File: src/rtl/imem_loader_pkg.sv
`default_nettype none
// ============================================================================
// Module      : imem_loader_pkg
// Description : Shared definitions for the instruction-memory boot loader:
//               FSM state encoding and byte-stream framing constants.
// Revision    : 1.0 - initial release
// ============================================================================
package imem_loader_pkg;

    // Loader FSM state encoding
    localparam logic [2:0] c_ST_HDR0  = 3'd0;
    localparam logic [2:0] c_ST_HDR1  = 3'd1;
    localparam logic [2:0] c_ST_DATA  = 3'd2;
    localparam logic [2:0] c_ST_WRITE = 3'd3;
    localparam logic [2:0] c_ST_CHK   = 3'd4;
    localparam logic [2:0] c_ST_DONE  = 3'd5;
    localparam logic [2:0] c_ST_ERROR = 3'd6;

    // Stream framing: 2-byte big-endian word count, then 4 bytes per word
    localparam int HDR_BYTES      = 2;
    localparam int BYTES_PER_WORD = 4;

endpackage : imem_loader_pkg
`default_nettype wire

File: src/rtl/imem_loader.sv
`default_nettype none
// ============================================================================
// Module      : imem_loader
// Description : Byte-stream boot loader. Receives a 16-bit big-endian word
//               count followed by big-endian 32-bit words, writes them to
//               instruction memory and releases the CPU hold when complete.
//               Optional trailing XOR checksum byte when
//               IMEM_LOADER_CHECKSUM_EN is defined.
// Revision    : 1.0 - initial release
// ============================================================================
module imem_loader
    import imem_loader_pkg::*;
#(
    parameter int ADDR_W = 8
) (
    input  logic        clk,
    input  logic        reset,
    input  logic        in_valid,
    input  logic [7:0]  in_data,
    output logic        in_ready,
    input  logic        restart,
    output logic        imem_we,
    output logic [31:0] imem_addr,
    output logic [31:0] imem_wdata,
    output logic        cpu_hold,
    output logic        done,
    output logic        error
);

    // Largest legal word count is the full memory depth
    localparam logic [16:0] c_MAX_WORDS = 17'd1 << ADDR_W;

`ifdef IMEM_LOADER_CHECKSUM_EN
    localparam logic [2:0] c_ST_AFTER_LOAD = c_ST_CHK;
`else
    localparam logic [2:0] c_ST_AFTER_LOAD = c_ST_DONE;
`endif

    logic [2:0]      r_state;
    logic [15:0]     r_n;
    logic [ADDR_W:0] r_idx;
    logic [1:0]      r_bcnt;
    logic [23:0]     r_word;
    logic            r_imem_we;
    logic [31:0]     r_imem_addr;
    logic [31:0]     r_imem_wdata;
`ifdef IMEM_LOADER_CHECKSUM_EN
    logic [7:0]      r_csum;
`endif

    logic            w_accept;
    logic [15:0]     w_n_full;
    logic            w_last_word;
    logic [31:0]     w_idx_addr;
    logic            w_word_full;

    assign w_accept    = in_valid & in_ready;
    assign w_n_full    = {r_n[15:8], in_data};
    assign w_last_word = (17'(r_idx) + 17'd1) == {1'b0, r_n};
    assign w_idx_addr  = 32'(r_idx) << 2;
    assign w_word_full = (r_bcnt == 2'(BYTES_PER_WORD - 1));

    // Output decode: handshake and status are pure functions of the state
    always_comb begin
        in_ready = (r_state == c_ST_HDR0) || (r_state == c_ST_HDR1) ||
                   (r_state == c_ST_DATA) || (r_state == c_ST_CHK);
        cpu_hold = (r_state != c_ST_DONE);
        done     = (r_state == c_ST_DONE);
        error    = (r_state == c_ST_ERROR);
    end

    assign imem_we    = r_imem_we;
    assign imem_addr  = r_imem_addr;
    assign imem_wdata = r_imem_wdata;

    // Loader FSM, word assembly and memory write port
    always_ff @(posedge clk or negedge reset) begin
        if (!reset) begin
            r_state      <= c_ST_HDR0;
            r_n          <= '0;
            r_idx        <= '0;
            r_bcnt       <= '0;
            r_word       <= '0;
            r_imem_we    <= 1'b0;
            r_imem_addr  <= '0;
            r_imem_wdata <= '0;
`ifdef IMEM_LOADER_CHECKSUM_EN
            r_csum       <= '0;
`endif
        end else begin
            // Write strobe is a single-cycle pulse coinciding with WRITE
            r_imem_we <= 1'b0;
            case (r_state)
                c_ST_HDR0: begin
                    if (w_accept) begin
                        r_n[15:8] <= in_data;
                        r_state   <= c_ST_HDR1;
                    end
                end
                c_ST_HDR1: begin
                    if (w_accept) begin
                        r_n[7:0] <= in_data;
                        if ({1'b0, w_n_full} > c_MAX_WORDS) begin
                            r_state <= c_ST_ERROR;
                        end else if (w_n_full == 16'd0) begin
                            r_state <= c_ST_AFTER_LOAD;
                        end else begin
                            r_state <= c_ST_DATA;
                        end
                    end
                end
                c_ST_DATA: begin
                    if (w_accept) begin
                        r_word <= {r_word[15:0], in_data};
                        r_bcnt <= r_bcnt + 2'd1;
`ifdef IMEM_LOADER_CHECKSUM_EN
                        r_csum <= r_csum ^ in_data;
`endif
                        // Fourth byte completes the word: launch the write
                        if (w_word_full) begin
                            r_imem_we    <= 1'b1;
                            r_imem_addr  <= w_idx_addr;
                            r_imem_wdata <= {r_word, in_data};
                            r_state      <= c_ST_WRITE;
                        end
                    end
                end
                c_ST_WRITE: begin
                    r_idx   <= r_idx + {{ADDR_W{1'b0}}, 1'b1};
                    r_state <= w_last_word ? c_ST_AFTER_LOAD : c_ST_DATA;
                end
`ifdef IMEM_LOADER_CHECKSUM_EN
                c_ST_CHK: begin
                    if (w_accept) begin
                        r_state <= (in_data == r_csum) ? c_ST_DONE : c_ST_ERROR;
                    end
                end
`endif
                c_ST_DONE, c_ST_ERROR: begin
                    if (restart) begin
                        r_state <= c_ST_HDR0;
                        r_n     <= '0;
                        r_idx   <= '0;
                        r_bcnt  <= '0;
`ifdef IMEM_LOADER_CHECKSUM_EN
                        r_csum  <= '0;
`endif
                    end
                end
                default: begin
                    r_state <= c_ST_HDR0;
                end
            endcase
        end
    end

endmodule : imem_loader
`default_nettype wire

File: config.mk
export PLATFORM = sky130hd
export DESIGN_NAME = imem_loader
export DESIGN_NICKNAME = d
export VERILOG_FILES = /design/src/rtl/imem_loader_pkg.sv /design/src/rtl/imem_loader.sv
export SDC_FILE = /design/constraint.sdc
export NUM_CORES = 1
export LEC_CHECK = 0
export CORE_MARGIN = 1
export CORE_UTILIZATION = 45
export CTS_CLUSTER_SIZE = 8
export DETAILED_ROUTE_END_ITERATION = 6
export DONT_BUFFER_PORTS = 1
export GPL_ROUTABILITY_DRIVEN = 1
export PLACE_DENSITY = 0.62
export SLEW_MARGIN = 10
export SYNTH_ARGS = -nofsm -noshare
export SYNTH_HDL_FRONTEND = slang
export SYNTH_SLANG_ARGS = --single-unit
File: constraint.sdc
create_clock -name clk -period 2.85 [get_ports clk]
set_input_delay 0.57 -clock clk [delete_from_list [all_inputs] [get_ports clk]]
set_output_delay 0.57 -clock clk [all_outputs]
set_load 0.01 [all_outputs]
==> results_dict.tcl, run 1 <==
set metrics [dict create \
    yosysTopAreaCell "dfrtp_1" \
    gp_congestion 0.870 \
    whs_ns 0.105 \
    power_w 0.00474 \
    yosys-top-cells-count "dfrtp_1 (96), mux2_2 (64), nand2_1 (39)" \
    first_iter_violations 160 \
    fin_skew_ns 0.0150 \
    route.vias.total 2729 \
    cp-end-kind "flip-flop" \
    fill_cells 856 \
    grt_pass1_vias 2630 \
    slew_headroom_pct 25.7 \
    antenna_left 0 \
    htreeDepth 3 \
    grt.overflow.total 0 \
    numCtsBuffers 9 \
    synth_top_area_share_pct 54.5 \
    drc_errors 0 \
    clockBufferDepth 2 \
    cts_resized 0 \
    wl_um 8190 \
    finalSetupViolations 0 \
    synth_seq_area_share_pct 54.5 \
    max_slew.worst_pin.slew_ns 1.11 \
    cts_sinks 96 \
    syn_to_final_growth_pct 6.79 \
    fin_tns_setup_ns 0 \
    ys_ff_latch 96 \
    synth_most_common_cell "dfrtp_1" \
    io_pins 81 \
    n_antenna_cell 0 \
    die_w_um 101 \
    clkTransAtPathRegs_ns 0.11 \
    worstSetupPathType "reg2reg" \
    rows 35 \
    synth.distinct_cells 48 \
    dieHeight_um 101 \
    grt_use_total_pct 17.6 \
    hp-class "in2async" \
    cp_max_fo 8 \
    worstPathArrival_ns 2.87 \
    async_flop_share_pct 100 \
    via_per_inst 5.24 \
    cp.required_ns 3.13 \
    synth.cell_area_um2 4400 \
    place_hpwl_um 5490 \
    post_cts.repair.setup_buffers 0 \
    grt_pass1_wl_um 13800 \
    synth_edf_count 0 \
    ys_top_cells_by_area "dfrtp_1 (55%), mux2_2 (16%), buf_4 (4.3%)" \
    peakVddDrop_v 0.000497 \
    port_buffers 0 \
    rsz0062_at_grt "false" \
    cap_violations 0 \
    place_worst_setup_slack_ns 0.295 \
    fmax_mhz 386 \
    final_layout_size_suffix_gt1_share_pct 23.7 \
    syn_inst 388 \
    cts_tree "built" \
    clock_latency_ns 0.37 \
    synth_warnings 0 \
    p_per_area_nw_per_um2 1010 \
    hold_viol 0 \
    die_area_um2 10200 \
    antenna_found_initial 0 \
    design.core.area_um2 9370 \
    avgSynthCellArea_um2 11.4 \
    worst_slack_ns 0.259 \
    outcome "complete, no violations" \
    start_kind "flip-flop" \
    layout.nets 401 \
    slew_violations 0 \
    start_util_pct 47.0 \
    grt_max_degree 97 \
    finalCriticalPeriod_ns 2.59 \
    p_leak_nw 2.12 \
    synth_top_flop_cell "dfrtp_1" \
    dr.pass1.iters 4 \
    cts_root_buffer "clkbuf_8" \
    avgRoutedWirePerCell_um 15.7 \
    finalCritPeriodShare_pct 90.9 \
]
[layer usage]
metal / routed length [µm] / up-vias / track usage (%)
li1: - / 1292 / -
met1: 3730 / 1345 / 24.7
met2: 3750 / 81 / 25.5
met3: 590 / 11 / 5.48
met4: 113 / 0 / 7.02
met5: 0 / - / 0
[critical path, cell delays in order, from the launching register on]
cell and delay [ns]:
dfrtp_1 0.47, ha_1 0.31, nand3_1 0.18, nor3_1 0.44, xnor2_1 0.17, nand3_1 0.12, or4b_1 0.54, a311oi_1 0.28
[through the flow]
stage,instances,instance area (µm²),util [%]
2_1_floorplan,410,4490,-
3_3_place_gp,504,4450,47.5
3_5_place_dp,504,4450,47.5
4_1_cts,521,4700,50.2
5_1_grt,521,4700,50.2
6_report,521,4700,50.2
[flip-flops by register name (all words and copies together) (netlist names)]
signal and cells:
imem_wdata 32, r_word 24, r_n 16, imem_addr 9, r_idx 9, r_state 3
r_bcnt 2, imem_we 1
[power by group]
group	leakage, nW	internal (W)	switching, W	total (W)
Sequential	1.19	0.00196	0.000580	0.00254
Clock	0.112	0.000434	0.000535	0.000970
Combinational	0.818	0.000683	0.000554	0.00124
Total	2.12	0.00307	0.00167	0.00474
[logic make-up after synthesis]
logic type	synth area share, %
mux	16.8
compound gates	7.05
other cells	0.0851
flops	54.5
fa+ha+maj	0.795
simple gates	11.0
xor+xnor	2.78
buf+inv	6.90
[layout by cell type, fill, tap and decap left out, types with 2 or more instances in the layout]
cell type and n:
nor2b_1 2, clkbuf_8 9, clkinv_8 2, or4_1 2, inv_1 16, nand3_1 12, nor2_1 18, mux2_2 64
and3_1 3, nor3_1 5, a21oi_1 7, o22ai_1 2, dfrtp_1 96, nor4_1 4, o31ai_1 2, o41ai_1 2
buf_4 3, conb_1 23, ha_1 2, nand2_1 38, o21ai_0 31, mux2i_1 2, xnor2_1 7, nand2b_1 2
inv_6 2, xor2_1 7
[repair_timing]
item	in CTS	in global routing
hold buffers	1	0
endpoints found under the hold margin	96	0
setup endpoints to repair	0	0
[cell type report]
cell class | count | area, µm² | area share (%)
clock buffer | 9 | 124 | 2.63
clock inverter | 7 | 100 | 2.13
inverter | 16 | 60.1 | 1.28
multi-input combinational | 259 | 1790 | 38.0
sequential | 96 | 2400 | 51.1
tap | 129 | 161 | 3.43
timing repair buffer | 5 | 70.1 | 1.49
[worst paths after layout]
path                       startpoint  depth (start not counted)             to  slack [ns]
min                             reset                          1   imem_addr[9]        0.10
max reg2reg                  r_idx[0]                          7     r_state[0]        0.26
max in group asynchronous       reset                          1  imem_wdata[8]        2.37
max                          r_idx[0]                          7     r_state[0]        0.26
min reg2reg                   r_n[12]                          2        r_n[12]        0.50
min in group clk           in_data[3]                          2        r_n[11]        0.33
(Power assumes the default switching activity.)
==> inputs of run 2 (changes only) <==
--- a/config.mk
+++ b/config.mk
@@ -9,2 +9,3 @@
 export CORE_UTILIZATION = 45
+export CTS_BUF_LIST = sky130_fd_sc_hd__clkbuf_4 sky130_fd_sc_hd__clkbuf_8 sky130_fd_sc_hd__clkbuf_16
 export CTS_CLUSTER_SIZE = 8
--- a/constraint.sdc
+++ b/constraint.sdc
@@ -3,2 +3,2 @@
 set_output_delay 0.57 -clock clk [all_outputs]
-set_load 0.01 [all_outputs]
+set_load 0.02 [all_outputs]
==> results_dict.tcl, run 2 (synthesis results as in run 1) <==
set metrics [dict create \
    grt_use_total_pct 17.6 \
    avgRoutedWirePerCell_um 15.9 \
    start_util_pct 47.0 \
    largest_reg_flops 32 \
    antenna_left 0 \
    htreeDepth 3 \
    outcome "complete, no violations" \
    worstSetupStartpoint "r_idx[0]" \
    io_pins 81 \
    final_layout_size_suffix_gt1_share_pct 23.7 \
    grt.overflow.total 0 \
    route.vias.total 2774 \
    die_area_um2 10200 \
    layout.nets 401 \
    post_cts.repair.setup_buffers 0 \
    cp.required_ns 3.11 \
    n_antenna_cell 0 \
    p_per_area_nw_per_um2 1040 \
    clockBufferDepth 2 \
    mostFrequentLayoutCells "dfrtp_1 (96), mux2_2 (64), nand2_1 (38)" \
    wl_um 8300 \
    cts_sinks 96 \
    rsz0062_at_grt "false" \
    place_worst_setup_slack_ns 0.312 \
    place_hpwl_um 5510 \
    fmax_mhz 379 \
    max_slew.worst_pin.slew_ns 1.15 \
    multi_input_area_um2 1790 \
    fin_tns_setup_ns 0 \
    grt_pass1_vias 2627 \
    cp_max_fo 8 \
    drc_errors 0 \
    clkTransAtPathRegs_ns 0.10 \
    port_buffers 0 \
    cap_violations 0 \
    finalCritPeriodShare_pct 92.5 \
    cts_tree "built" \
    timing.rr.start "r_idx[0]" \
    peakVddDrop_v 0.000509 \
    design.core.area_um2 9370 \
    slew_headroom_pct 23.3 \
    clock_latency_ns 0.36 \
    die_w_um 101 \
    p_leak_nw 2.09 \
    antenna_found_initial 0 \
    start_kind "flip-flop" \
    grt_pass1_wl_um 13600 \
    dieHeight_um 101 \
    finalCriticalPeriod_ns 2.64 \
    finalSetupViolations 0 \
    fin_skew_ns 0.0122 \
    rows 35 \
    worstPathArrival_ns 2.90 \
    numCtsBuffers 9 \
    first_iter_violations 229 \
    syn_to_final_growth_pct 5.99 \
    gp_congestion 0.868 \
    dr.pass1.iters 4 \
    fill_cells 844 \
    worstSetupPathType "reg2reg" \
    hold_viol 0 \
    cp-end-kind "flip-flop" \
    worst_slack_ns 0.215 \
    regArea_um2 2400 \
    cts_root_buffer "clkbuf_8" \
    final_common_cell "dfrtp_1" \
    via_per_inst 5.32 \
    hp-class "in2async" \
    grt_max_degree 97 \
    slew_violations 0 \
]
-- run 2: changes by cell type in the layout (fill, tap and decap cells not counted) --
cell        change
bufinv_16       -1
clkinv_2        +1
clkinv_4        -1
clkinv_8        -1
clkinvlp_4      +2
-- run 2: path summary, 6_finish.rpt --
path                                 to  slack, ns  depth (start not counted)
max in group asynchronous        r_n[8]       2.37                          1
min in group clk                r_n[15]       0.33                          2
max reg2reg                  r_state[0]       0.21                          7
min reg2reg                     r_n[13]       0.49                          2
min                        imem_addr[9]       0.11                          1
max                          r_state[0]       0.21                          7
-- run 2: repair_timing --
action	4_1_cts	5_1_grt
hold buffers	1	0
resized for setup	0	0
endpoints found under the hold margin	96	0
-- run 2: layout make-up --
class                           instances  area share, %
Clock buffer                            9           2.65
Multi-Input combinational cell        259           38.2
Inverter                               16           1.29
Timing Repair Buffer                    5           1.50
Sequential cell                        96           51.5
Tap cell                              129           3.46
Clock inverter                          7           1.39
-- run 2: through the flow --
stage / cells / hold WS, ns / utilization [%] / cell area (µm²) / power (W)
floorplan: 410 / 0.274 / - / 4490 / 0.00371
global placement: 504 / 0.278 / 47.5 / 4450 / 0.00395
detailed placement: 504 / 0.276 / 47.5 / 4450 / 0.00402
CTS: 521 / 0.126 / 49.8 / 4670 / 0.00491
global route: 521 / 0.131 / 49.8 / 4670 / 0.00518
finish: 521 / 0.112 / 49.8 / 4670 / 0.00485
-- run 2: layer usage --
layer | global-route usage [%] | wire, µm
met1 | 24.5 | 3800
met2 | 25.4 | 3800
met5 | 0 | 0
met3 | 6.73 | 601
met4 | 5.35 | 97
-- run 2: critical path: stages (launching register included) --
cell,delay [ns]
dfrtp_1,0.48
ha_1,0.30
nand3_1,0.19
nor3_1,0.44
xnor2_1,0.17
nand3_1,0.13
or4b_1,0.55
a311oi_1,0.28
-- run 2: power by group --
| part | switching, W | leakage, nW | internal [W] |
|---|---|---|---|
| combinational | 0.000580 | 0.818 | 0.000682 |
| clock | 0.000516 | 0.0909 | 0.000335 |
| sequential | 0.000787 | 1.19 | 0.00195 |
| total | 0.00188 | 2.09 | 0.00297 |
